$ cat src/rtl/vga_timing_gen_pkg.sv
// Shared raster constants for the VGA pipeline (timing gen, color_mem, vga_driver).
// Default mode is 800x600@60 at a 40 MHz pixel clock; counter widths are fixed by the ports.
// No logic here: constants and a total-length helper only.
package vga_timing_gen_pkg;

    localparam int HCNT_W   = 11;
    localparam int VCNT_W   = 10;
    localparam int HCNT_MAX = 1 << HCNT_W;
    localparam int VCNT_MAX = 1 << VCNT_W;

    localparam int DEF_HRES = 800;
    localparam int DEF_HFP  = 40;
    localparam int DEF_HSW  = 128;
    localparam int DEF_HBP  = 88;
    localparam int DEF_VRES = 600;
    localparam int DEF_VFP  = 1;
    localparam int DEF_VSW  = 4;
    localparam int DEF_VBP  = 23;

    function automatic int axis_total(input int active, input int fp, input int sw, input int bp);
        return active + fp + sw + bp;
    endfunction

endpackage

$ cat src/rtl/vga_axis_counter.sv
// One raster axis: wrapping position counter with registered display/sync decodes.
// Latency: count, disp and sync all update on the same step edge (decoded from next count).
// Backpressure: none; step low freezes every output, so pulses stretch with the enable.
module vga_axis_counter
    import vga_timing_gen_pkg::*;
#(
    parameter int W          = HCNT_W,
    parameter int TOTAL      = 1056,
    parameter int ACTIVE     = 800,
    parameter int SYNC_START = 840,
    parameter int SYNC_LEN   = 128,
    parameter bit POL        = 1'b1
) (
    input  logic         clk,
    input  logic         rst_n,
    input  logic         step,
    output logic [W-1:0] count,
    output logic         disp,
    output logic         sync,
    output logic         wrap
);

    localparam logic [W-1:0] LAST     = W'(TOTAL - 1);
    localparam logic [W-1:0] ACT_END  = W'(ACTIVE);
    localparam logic [W-1:0] SYNC_BEG = W'(SYNC_START);
    localparam logic [W-1:0] SYNC_END = W'(SYNC_START + SYNC_LEN);

    logic [W-1:0] count_nxt;
    logic         sync_act_nxt;

    assign wrap         = (count == LAST);
    assign count_nxt    = wrap ? '0 : count + 1'b1;
    assign sync_act_nxt = (count_nxt >= SYNC_BEG) && (count_nxt < SYNC_END);

    // Outputs are decoded from count_nxt so they line up with count without skew.
    always_ff @(posedge clk or negedge rst_n) begin
        if (!rst_n) begin
            count <= LAST;
            disp  <= 1'b0;
            sync  <= ~POL;
        end else if (step) begin
            count <= count_nxt;
            disp  <= (count_nxt < ACT_END);
            sync  <= sync_act_nxt ? POL : ~POL;
        end
    end

endmodule

$ cat src/rtl/vga_timing_gen.sv
// Raster timing generator: hsync/vsync, display windows, pixel coordinates, line/frame starts.
// Latency: all outputs are flops stepping together on each enabled edge; zero skew between them.
// Backpressure: none; pix_en low holds every counter and output.
module vga_timing_gen
    import vga_timing_gen_pkg::*;
#(
    parameter int HRES      = DEF_HRES,
    parameter int HFP       = DEF_HFP,
    parameter int HSW       = DEF_HSW,
    parameter int HBP       = DEF_HBP,
    parameter int VRES      = DEF_VRES,
    parameter int VFP       = DEF_VFP,
    parameter int VSW       = DEF_VSW,
    parameter int VBP       = DEF_VBP,
    parameter bit HSYNC_POL = 1'b1,
    parameter bit VSYNC_POL = 1'b1
) (
    input  logic              clk,
    input  logic              rst_n,
    input  logic              pix_en,
    output logic              hsync,
    output logic              vsync,
    output logic              hdisp,
    output logic              vdisp,
    output logic [HCNT_W-1:0] hcount,
    output logic [VCNT_W-1:0] vcount,
    output logic              line_start,
    output logic              frame_start
);

    localparam int HTOTAL = axis_total(HRES, HFP, HSW, HBP);
    localparam int VTOTAL = axis_total(VRES, VFP, VSW, VBP);

    generate
        if (HTOTAL > HCNT_MAX || VTOTAL > VCNT_MAX ||
            HFP < 1 || HSW < 1 || HBP < 1 || VFP < 1 || VSW < 1 || VBP < 1) begin : g_bad_params
            $error("vga_timing_gen: totals exceed counter width or a porch/sync length is zero");
        end
    endgenerate

    logic h_wrap;
    logic v_wrap;
    logic v_step;

    assign v_step = pix_en & h_wrap;

    vga_axis_counter #(
        .W          (HCNT_W),
        .TOTAL      (HTOTAL),
        .ACTIVE     (HRES),
        .SYNC_START (HRES + HFP),
        .SYNC_LEN   (HSW),
        .POL        (HSYNC_POL)
    ) u_h_axis (
        .clk   (clk),
        .rst_n (rst_n),
        .step  (pix_en),
        .count (hcount),
        .disp  (hdisp),
        .sync  (hsync),
        .wrap  (h_wrap)
    );

    vga_axis_counter #(
        .W          (VCNT_W),
        .TOTAL      (VTOTAL),
        .ACTIVE     (VRES),
        .SYNC_START (VRES + VFP),
        .SYNC_LEN   (VSW),
        .POL        (VSYNC_POL)
    ) u_v_axis (
        .clk   (clk),
        .rst_n (rst_n),
        .step  (v_step),
        .count (vcount),
        .disp  (vdisp),
        .sync  (vsync),
        .wrap  (v_wrap)
    );

    // A wrap on this edge means the next position is column 0 (and row 0 if V wraps too).
    always_ff @(posedge clk or negedge rst_n) begin
        if (!rst_n) begin
            line_start  <= 1'b0;
            frame_start <= 1'b0;
        end else if (pix_en) begin
            line_start  <= h_wrap;
            frame_start <= h_wrap & v_wrap;
        end
    end

endmodule
$ cat config.mk
export PLATFORM = sky130hd
export DESIGN_NAME = vga_timing_gen
export DESIGN_NICKNAME = d
export VERILOG_FILES = /design/src/rtl/vga_timing_gen_pkg.sv /design/src/rtl/vga_axis_counter.sv /design/src/rtl/vga_timing_gen.sv
export SDC_FILE = /design/constraint.sdc
export NUM_CORES = 1
export LEC_CHECK = 0
export ABC_CLOCK_PERIOD_IN_PS = 5400
export CAP_MARGIN = 20
export CELL_PAD_IN_SITES_DETAIL_PLACEMENT = 0
export CELL_PAD_IN_SITES_GLOBAL_PLACEMENT = 1
export CORE_UTILIZATION = 42
export DETAILED_ROUTE_END_ITERATION = 7
export GPL_TIMING_DRIVEN = 0
export MAX_ROUTING_LAYER = met4
export PLACE_DENSITY = 0.92
export SLEW_MARGIN = 20
export SYNTH_ARGS = -nofsm -noshare
export SYNTH_HDL_FRONTEND = slang
export SYNTH_HIERARCHICAL = 1
export SYNTH_SLANG_ARGS = --single-unit
$ cat constraint.sdc
create_clock -name clk -period 5.4 [get_ports clk]
set_input_delay 1.08 -clock clk [delete_from_list [all_inputs] [get_ports clk]]
set_output_delay 1.08 -clock clk [all_outputs]
set_load 0.02 [all_outputs]
**Word level (Yosys, flattened, before mapping)**

Index checks and enable logic that the tools add are counted.

- Register bits: 27
- Bits of input ports: 3
- Output and inout bits: 27
- Logic and storage cells: 26

- Add/subtract/negate cells: 2
- Order comparisons: 6
- Equal/unequal tests: 2
- Multiplexer cells: 4
- Bitwise gates (word level): 2
- Reduce and logical (&&, ||, !) cells: 2

Operators with widths:

| operator | count |
|---|---|
| 11-bit by 10-bit < comparator with 1-bit output (second input constant) | 2 |
| 10-bit < comparator (second input constant) | 2 |
| 11-bit by 1-bit adder with 11-bit output (second input constant) | 1 |
| 11-bit == test (second input constant) | 1 |
| 11-bit by 10-bit >= comparator with 1-bit output (second input constant) | 1 |
| 11-bit 2-to-1 mux | 1 |
| 10-bit by 1-bit adder with 10-bit output (second input constant) | 1 |
| 10-bit == test (second input constant) | 1 |
| 10-bit >= comparator (second input constant) | 1 |
| 10-bit 2-to-1 mux | 1 |
| 1-bit bitwise AND | 2 |
| 1-bit logical AND | 2 |
| 1-bit 2-to-1 mux | 2 |

**Depth between registers and ports, before layout**

Gate-level depths: netlist of the first run.

- Depth after elaboration: 5
- Depth in mapped cells: 9
- Gate-level depth less buffers: 8

**Modules after synthesis**

Netlist of the first run, hierarchy kept.

By module, submodules not included:

| module | times used | cells each | area an instance (µm²) | seq. area each (µm²) |
|---|---|---|---|---|
| vga_axis_counter at u_h_axis | 1 | 96 | 890.9 | 332.8 |
| vga_axis_counter at u_v_axis | 1 | 94 | 875.8 | 307.8 |
| vga_timing_gen | 1 | 6 | 78.8 | 50.0 |

**Least setup slack after synthesis of the first run**

OpenSTA, ideal clock, no wires.

- Path kind: register -> register
- Start: reg u_h_axis.count[0]
- End: reg u_v_axis.count[3]
- Library setup time: 0.123 ns
- Arrival: 2.218 ns
- Required time: 5.277 ns
- Setup slack: 3.059 ns
- Cell stages (with the launch flop): 9
- Path buffers: 2
- Period minus slack after synthesis: 2.341 ns
- Path through: dfstp_2 ha_1 and4_1 clkbuf_1 and4_1 and2_4 clkbuf_1 nand3_1 xnor2_1

- Word-level cells in the longest chain between the ends: 2

Ends and longest elaborated chain:

| item | RTL line | source |
|---|---|---|
| start, declared | vga_axis_counter.sv:17 | `output logic [W-1:0] count,` |
| start signal, assigned | vga_axis_counter.sv:42 | `count <= count_nxt;` |
| 11-bit == test | vga_axis_counter.sv:31 | `assign wrap = (count == LAST);` |
| net h_wrap | vga_timing_gen.sv:41 | `logic h_wrap;` |
| 1-bit bitwise AND | vga_timing_gen.sv:45 | `assign v_step = pix_en & h_wrap;` |
| net v_step | vga_timing_gen.sv:43 | `logic v_step;` |
| end signal, assigned | vga_axis_counter.sv:42 |  |
| end, declared | vga_axis_counter.sv:17 |  |

The timed path passes the listed nets, and every way through them passes these cells.
A chain may end at the register's enable or synchronous reset.

**Worst setup path in the final report of the first run**

Ends and elaborated chain as after synthesis.

==> results of run 1 <==
metrics by stage:
stage                     area [um^2]  utilization, %  instances  setup WS, ns
final                            2240            54.4        279          2.65
after detailed placement         2190            53.3        275          2.54
after global placement           2200            53.4        275          2.56
after floorplan                  1850               -        196          3.06
after global routing             2240            54.4        279          2.40
after CTS                        2240            54.4        279          2.67
power by group through the flow:
stage	combinational, uW	clock [uW]	sequential, uW
floorplan	105	0	298
global placement	204	0	272
detailed placement	205	0	274
CTS	205	127	270
global route	225	133	276
finish	206	120	270
per-layer routing:
metal | wire, um | vias to the layer above
li1 | - | 792
met1 | 2060 | 732
met2 | 1670 | 57
met3 | 210 | 5
met4 | 74 | 0
met5 | 0 | -
synth_stat cells (all sizes together) (3+ instances only):
cell / number / share of area (%)
o211ai: 3 / 1.2
o221ai: 3 / 1.4
nand3: 9 / 2.7
nor2: 8 / 1.6
mux2i: 3 / 1.6
xnor2: 11 / 5.2
ha: 3 / 2.0
o21ai: 16 / 4.5
nor4: 5 / 2.8
nand2: 17 / 3.5
inv: 12 / 2.4
a21oi: 3 / 0.81
nand4: 7 / 2.7
buf: 13 / 6.0
dfrtp: 15 / 20
dfstp: 12 / 17
nand2b: 7 / 2.4
nor3: 6 / 1.6
a31oi: 4 / 1.4
and2: 3 / 1.2
worst reg2reg max path, delay by kind of cell (launching register included):
kind / cells / cell delay, ns
XOR/XNOR: 1 / 0.16
flip-flops: 1 / 0.60
buffers and inverters: 2 / 0.63
adder cells (fa/ha/maj): 1 / 0.31
AND/OR/NAND/NOR: 4 / 0.94
cell families after synthesis:
kind of cell | Yosys count | synth area share (%)
buffers and inverters | 27 | 8.88
flip-flops | 27 | 37.4
adder cells (fa/ha/maj) | 3 | 2.03
XOR/XNOR | 11 | 5.22
AND/OR/NAND/NOR | 74 | 24.2
multiplexers | 4 | 2.24
AO/OA/AOI/OAI | 50 | 20.0
registers in the layout (all words and copies together), names as in the netlist:
| name | flops |
|---|---|
| u_h_axis/disp | 1 |
| line_start | 1 |
| u_v_axis/disp | 1 |
| u_v_axis/sync | 1 |
| u_v_axis/count | 10 |
| u_h_axis/sync | 1 |
| frame_start | 1 |
| u_h_axis/count | 11 |
how the worst min path moves through the flow:
| stage | from | end | slack (ns) | cells past startpoint |
|---|---|---|---|---|
| final | line_start$_DFFE_PN0P_ | line_start$_DFFE_PN0P_ | 0.49 | 1 |
| after floorplan | u_h_axis/count[0]$_DFFE_PN1P_ | u_h_axis/count[0]$_DFFE_PN1P_ | 0.54 | 1 |
| after global routing | line_start$_DFFE_PN0P_ | line_start$_DFFE_PN0P_ | 0.55 | 1 |
| after global placement | line_start$_DFFE_PN0P_ | line_start$_DFFE_PN0P_ | 0.48 | 1 |
| after detailed placement | line_start$_DFFE_PN0P_ | line_start$_DFFE_PN0P_ | 0.47 | 1 |
| after CTS | line_start$_DFFE_PN0P_ | line_start$_DFFE_PN0P_ | 0.50 | 1 |
cell type report:
| type | instances | share of cell area, % |
|---|---|---|
| multi-input combinational | 142 | 44.3 |
| sequential | 27 | 30.9 |
| timing repair buffer | 29 | 12.7 |
| buffer | 15 | 5.31 |
| tap | 50 | 2.79 |
| clock buffer | 4 | 2.01 |
| inverter | 12 | 2.01 |
==> results list, run 1 <==
* Die ar.: 4660 um^2
- Maximum number of pins on one net before global-route repair: 28
- Registers take 691 um^2.
- Flop-to-flop setup slack: roughly 2.7 ns
- CP required: 5.57 ns
- Detail Route Antenna Nets: 0
- Setup TNS: 0 ns
* Met3 GRT Util: 2.67%
* Latest clock arrival within the worst-skew pair: 0.28 ns
- Worst hold path type: reg2reg
* Largest stage delay on the critical path: 0.60 ns
- Minimum hold slack: 0.489 ns
* Endpoint of the most critical setup path: u_v_axis/count[3]$_DFFE_PN0P_
- The number of setup buffers added after CTS is 0.
* Run status: finished, final reports clean
- Leak: 0.000807 uW
- Number of max-slew violations in the final report: 0
* Routed wire per std cell: 14.4 um
- The total area inside the core boundary comes to 4120 um^2.
* Global route overflow: 0
- After layout, the design draws a total of 597 uW.
- TritonCTS clock tree: done
* Slew margin rel.: ~60%
- Horizontal die dimension: around 68 um
* Buffer type at the clock tree root: sky130_fd_sc_hd__clkbuf_8
- In the final design database the tool counted 236 nets.
* Worst path arrival time: 2.92 ns
- Number of diodes added for antenna fixing: 0
* Share of flip-flops with an asynchronous set or reset after synthesis: 100%
- The HPWL after detailed placement is 2800 um.
* RePlAce Congestion: 0.881
- Hold buffer count at CTS: 0
- The number of different library cells used by synthesis comes to between 50 and 60.
- The worst setup path is launched from a flop.
- Combinational share of power: roughly a third
- Port-buffer cells: 29
- Post-Synthesis Mean Instance Area: 9.42 um^2
- Clk sink count: 27
- Setup repair after global routing left no endpoint under its margin.
* Layout filler cell count: 390
- Relative area change from synthesis to final layout: 21.3%
- The critical path is of the reg2reg type.
* Global-route wire length before repair: 6560 um
* Time the final worst path needs with I/O delays and setup: 2.75 ns
* Number of warning messages in the yosys log: 6
- The share of total power dissipated in sequential elements is 45.3%.
- After detailed routing, the number of vias per cell comes to around 5.7.
- Buffers and inverters on the worst path: 2
* Total net switching power: 211 uW
- Number of enable-type register cells in the synthesized netlist: 0
- The initialized floorplan defines 23 standard-cell rows.
- IR analysis of the VDD net gives a maximum drop of 0.169 mV.
- Clock network power share: 20.1%
* Share of layout cells above drive strength 1: 17.5%
* Cells after Synth: 196
* Initial Utilization: 44.8%
- The synthesized design contains 27 register bits.
* Global-route usage over all layers: 19.5%
- In this run the most used layer during global routing was met1.
- STA classifies the critical path endpoint as a flop.
- Switch share: 35.3%
- Number of endpoints failing setup at the final stage: 0
* Most used cells in the layout excluding fill and tap cells: sky130_fd_sc_hd__clkdlybuf4s50_1, sky130_fd_sc_hd__nand2_1, sky130_fd_sc_hd__dfrtp_1, sky130_fd_sc_hd__inv_1, sky130_fd_sc_hd__dfstp_2
- Of all nets on the critical path, the largest fanout is 10.
- Commonest non-fill, non-tap cell in the layout: sky130_fd_sc_hd__clkdlybuf4s50_1
- Global routing usage on met2: about a quarter
* Worst Tran Pin Value: 0.618 ns
- Peak clock frequency supported by timing: 364 MHz
* Height of the chip: roughly 68 um
* I/O Pins: 30
- Depth of the worst register-to-register path: 8
- Clock tree buffer depth: 2
- The critical path starts at u_h_axis/count[0]$_DFFE_PN1P_.
- Clock-pin slew on the worst setup and hold paths: around 0.09 ns
* Final period util: 50.9%
* Maximum level of the CTS H-tree: 1
- Max-cap violations: 0
- In this design, the largest share of critical-path delay is due to simple AND/OR/NAND/NOR gates.
- DRC violation total after the first TritonRoute iteration: 154
- In this run the power density over the cells is 267 nW/um^2.
* Area occupied by multi-input gates: just under 1000 um^2
- Cells along the critical path: ha_1 -> and4_1 -> clkbuf_1 -> and4_1 -> and2_4 -> clkbuf_1 -> nand3_1 -> xnor2_1
- For this run, the register share of the synthesized area comes to roughly 37%.
- Internal power contribution: approximately 390 uW
- The number of nets handed over by synthesis was 202.
* WL final: roughly 4000 um
- Hold Fails Final Rpt: 0
- After detailed routing, the number of remaining DRC violations is 0.
- For this run, the detailed router's first-pass iteration total came to 5.
- In the global route stage, met1 resource usage came out at 30.1%.
- Worst Skew: ~0.0028 ns
- The slowest stage of the critical path belongs to the cell sky130_fd_sc_hd__dfstp_2.
- The number of antenna violations at the first check in global routing was 0.
- In this run the critical register-to-register path is launched from u_h_axis/count[0]$_DFFE_PN1P_.
- Via total after detailed routing: 1586
- In this run, post-CTS repair resized a total of 0 instances.
* Via count of the first global-routing pass: 1336
- The most used flip-flop cell after synthesis is sky130_fd_sc_hd__dfrtp_1.
* End of the worst register-to-register path: u_v_axis/count[3]$_DFFE_PN0P_
* Post-Synthesis Cell Area: 1850 um^2
- Counting buffers and inverters, the worst setup path is 8 cells deep.
* Number of clock buffers inserted by TritonCTS: 3
(Power assumes the default switching activity.)
==> run 2, diff against run 1 <==
- ABC_CLOCK_PERIOD_IN_PS: 5400 -> 2520
- CORE_UTILIZATION: 42 -> 37
- PLACE_DENSITY: 0.92 -> 0.86
- clock period: 5.4 -> 2.52 ns (I/O delays scaled with it)
==> run 2 against run 1 <==
Global-route usage is 2.0 points lower. Flip-flop and latch count stayed put. Critical endpoint is now u_v_axis/disp$_DFFE_PN0P_. Cell count is 5.7% higher. Sequential share of layout area is 0.39 points lower. Via count is 2.7% higher. Hold slack worse by 0.27 ns. Worst setup slack worse by 2.5 ns. Routed wire length is 9.0% higher. Core utilization is 6.7 points lower.
==> results list, run 2 (synthesized netlist as in run 1, its figures left out) <==
- Run status: finished, final reports clean
* Layout filler cell count: 473 (+21%)
* Slew margin rel.: 59.4% (+0.54 points)
- The post-route fraction of the period consumed by the critical path is 94.4% (+44 points).
- Die ar.: 5270 um^2 (+13%)
* Global-route wire length before repair: 6990 um (+6.5%)
- Commonest non-fill, non-tap cell in the layout: sky130_fd_sc_hd__clkdlybuf4s50_1
* Net count reported at finish: 235 (-0.42%)
* DR pass1 iterations: 4 (-1)
* Clock tree buffer depth: 2 (unchanged)
- The antenna diode count is 0 (unchanged).
* Leak: 0.000812 uW (+0.64%)
- WL final: 4370 um (+9.0%)
- The routed length per instance came to 14.8 um (+3.1%).
* Peak clock frequency supported by timing: 420 MHz (+15%)
* CP required: 2.72 ns (-2.85 ns)
- The number of flip-flops under the largest register name came to 11 (unchanged).
- Flop-to-flop setup slack: 0.14 ns (-2.51 ns)
* Post-DP HPWL: 3130 um (+12%)
* Std-Cell Core Area: 4750 um^2 (+16%)
- The transition time at the pin with the least slew margin is 0.609 ns (-0.00810 ns).
* I/O Pins: 30 (unchanged)
- Setup repair after global routing left no endpoint under its margin.
* Worst hold path type: in2async
* Maximum level of the CTS H-tree: 1 (unchanged)
- The sum of negative setup slack was 0 ns (unchanged).
- The die height came to 72.6 um (+6.4%).
- The number of antenna violations at the first check in global routing was 0 (unchanged).
- The max-slew violation count was 0 (unchanged).
- Total power: 1300 uW (+120%)
* Nature of the critical path endpoint: flop
* Area occupied by multi-input gates: 1000 um^2 (+0.88%)
* Vias/cell: 5.52 (-2.9%)
* Largest registers in the final layout: u_h_axis/count x11, u_v_axis/count x10
- Via count of the first global-routing pass: 1401 (+4.9%)
* Maximum number of pins on one net before global-route repair: 28 (unchanged)
* Worst path arrival time: 2.58 ns (-0.34 ns)
* Post-layout utilization of the core: 47.7% (-6.7 points)
- Most flop-heavy register: u_h_axis/count
* Horizontal die dimension: 72.6 um (+6.4%)
- Relative to the synthesized area, the layout overhead comes to 22.8%.
- Depth of the worst register-to-register path: 8 (unchanged)
* Latest clock arrival within the worst-skew pair: 0.28 ns (about the same)
- The total vias in the final route is 1629 (+2.7%).
- The overall fraction of global-route tracks in use was 17.5% (-2.0 points).
- Non-Filler Cell Area, Final: 2270 um^2 (+1.3%)
- The count of routing violations after the opening detailed-route iteration came to 153 (-0.65%).
* Launching element type of the critical path: flop
- Detail Route Antenna Nets: 0 (unchanged)
- The number of buffers created by CTS was 3 (unchanged).
- The number of core rows came to 25 (+8.7%).
- Crit Path Max Fanout: 8 (-2)
* Max-cap violations: 0 (unchanged)
- The number of buffers inserted by post-CTS setup repair was 0 (unchanged).
- Sequential standard cell area: 691 um^2 (unchanged)
- Buffer type at the clock tree root: sky130_fd_sc_hd__clkbuf_8
* Worst Skew: 0.00296 ns (+0.000159 ns)
- Power density over the cells: 572 nW/um^2 (+110%)
- Crit Path Category: reg2reg
- The shortest clock period the worst path allows after layout was 2.38 ns (-0.367 ns).
- TritonCTS clock tree: done
- Placed standard-cell area: 2210 um^2 (+0.97%)
- The initial standard-cell utilization of the core came to 38.8% (-6.0 points).
* Minimum hold slack: 0.221 ns (-0.268 ns)
- The residual DRC count was 0 (unchanged).
- The total setup violations reported at the end of the flow is 0 (unchanged).
* Port-buffer cells: 29 (unchanged)
- The maximum resistive drop on vdd was 0.321 mV (+90%).
* RePlAce Congestion: 0.794 (-9.8%)
* Share of layout cells above drive strength 1: 20.2% (+2.7 points)
* Most used cells in the layout excluding fill and tap cells: sky130_fd_sc_hd__clkdlybuf4s50_1, sky130_fd_sc_hd__nand2_1, sky130_fd_sc_hd__dfrtp_1, sky130_fd_sc_hd__inv_1, sky130_fd_sc_hd__dfstp_2
- Hold Fails Final Rpt: 0 (unchanged)
- Clk sink count: 27 (unchanged)
* Clock-pin slew on the worst setup and hold paths: 0.10 ns (about the same)
- Global route overflow: 0 (unchanged)
## run 2: changes by cell type in the layout (fill, tap and decap cells not counted)
cell	delta
sky130_fd_sc_hd__and4_2	+2
sky130_fd_sc_hd__and4_1	-2
sky130_fd_sc_hd__ha_2	+1
sky130_fd_sc_hd__ha_1	-1
sky130_fd_sc_hd__mux2i_1	-1
sky130_fd_sc_hd__clkinv_2	+1
sky130_fd_sc_hd__clkbuf_2	+1
sky130_fd_sc_hd__clkbuf_1	-3
sky130_fd_sc_hd__mux2i_2	+1
## run 2: area by class of cell
type                    instances  share of cell area [%]
plain buffers                  14                    5.13
clock buffers                   3                    1.82
clock inverters                 1                   0.221
inverters                      12                    1.99
multi-input cells             142                    44.1
flip-flops and latches         27                    30.5
well taps                      67                    3.70
repair buffers                 29                    12.6
## run 2: per-layer routing
| layer | wire (um) | global-route usage [%] | part of all wire [%] | up-vias |
|---|---|---|---|---|
| li1 | - | - | - | 788 |
| met1 | 2170 | 24.9 | 50 | 802 |
| met2 | 2000 | 26.1 | 46 | 35 |
| met3 | 149 | 2.21 | 3.4 | 4 |
| met4 | 53 | 5.23 | 1.2 | 0 |
| met5 | 0 | - | 0 | - |
## run 2: repair_timing
item / CTS / global route
hold buffers: 0 / 0
gates resized for setup: 2 / 3
endpoints found under the setup margin: 10 / 6
endpoints found under the hold margin: 0 / 0
## run 2: critical path, stage by stage (launching register included)
cell                       delay [ns]
sky130_fd_sc_hd__dfstp_2         0.60
sky130_fd_sc_hd__ha_2            0.29
sky130_fd_sc_hd__and4_2          0.34
sky130_fd_sc_hd__and4_2          0.30
sky130_fd_sc_hd__and2_4          0.21
sky130_fd_sc_hd__nand4_1         0.11
sky130_fd_sc_hd__mux2i_2         0.22
sky130_fd_sc_hd__o31ai_1         0.10
sky130_fd_sc_hd__o211ai_1        0.12
## run 2: path summary, 6_finish.rpt
kind / from / to
worst max-delay path: u_h_axis/count[0]$_DFFE_PN1P_ / u_v_axis/disp$_DFFE_PN0P_
worst min-delay path: rst_n / u_h_axis/count[7]$_DFFE_PN0P_
worst max register to register: u_h_axis/count[0]$_DFFE_PN1P_ / u_v_axis/disp$_DFFE_PN0P_
worst min register to register: line_start$_DFFE_PN0P_ / line_start$_DFFE_PN0P_
max in group asynchronous: rst_n / u_v_axis/count[3]$_DFFE_PN0P_
min in group clk: line_start$_DFFE_PN0P_ / line_start$_DFFE_PN0P_
## run 2: stage by stage
| stage | cells | worst slack (ns) |
|---|---|---|
| after floorplan | 196 | 0.179 |
| after global placement | 292 | -0.241 |
| after detailed placement | 292 | -0.226 |
| after CTS | 295 | 0.0760 |
| after global routing | 295 | 0.00730 |
| final | 295 | 0.141 |
## run 2: power by group
part / internal, uW / switching, uW / total [uW]
Clock: 111 / 149 / 260
Combinational: 206 / 246 / 451
Sequential: 510 / 75.0 / 585
Total: 827 / 470 / 1300
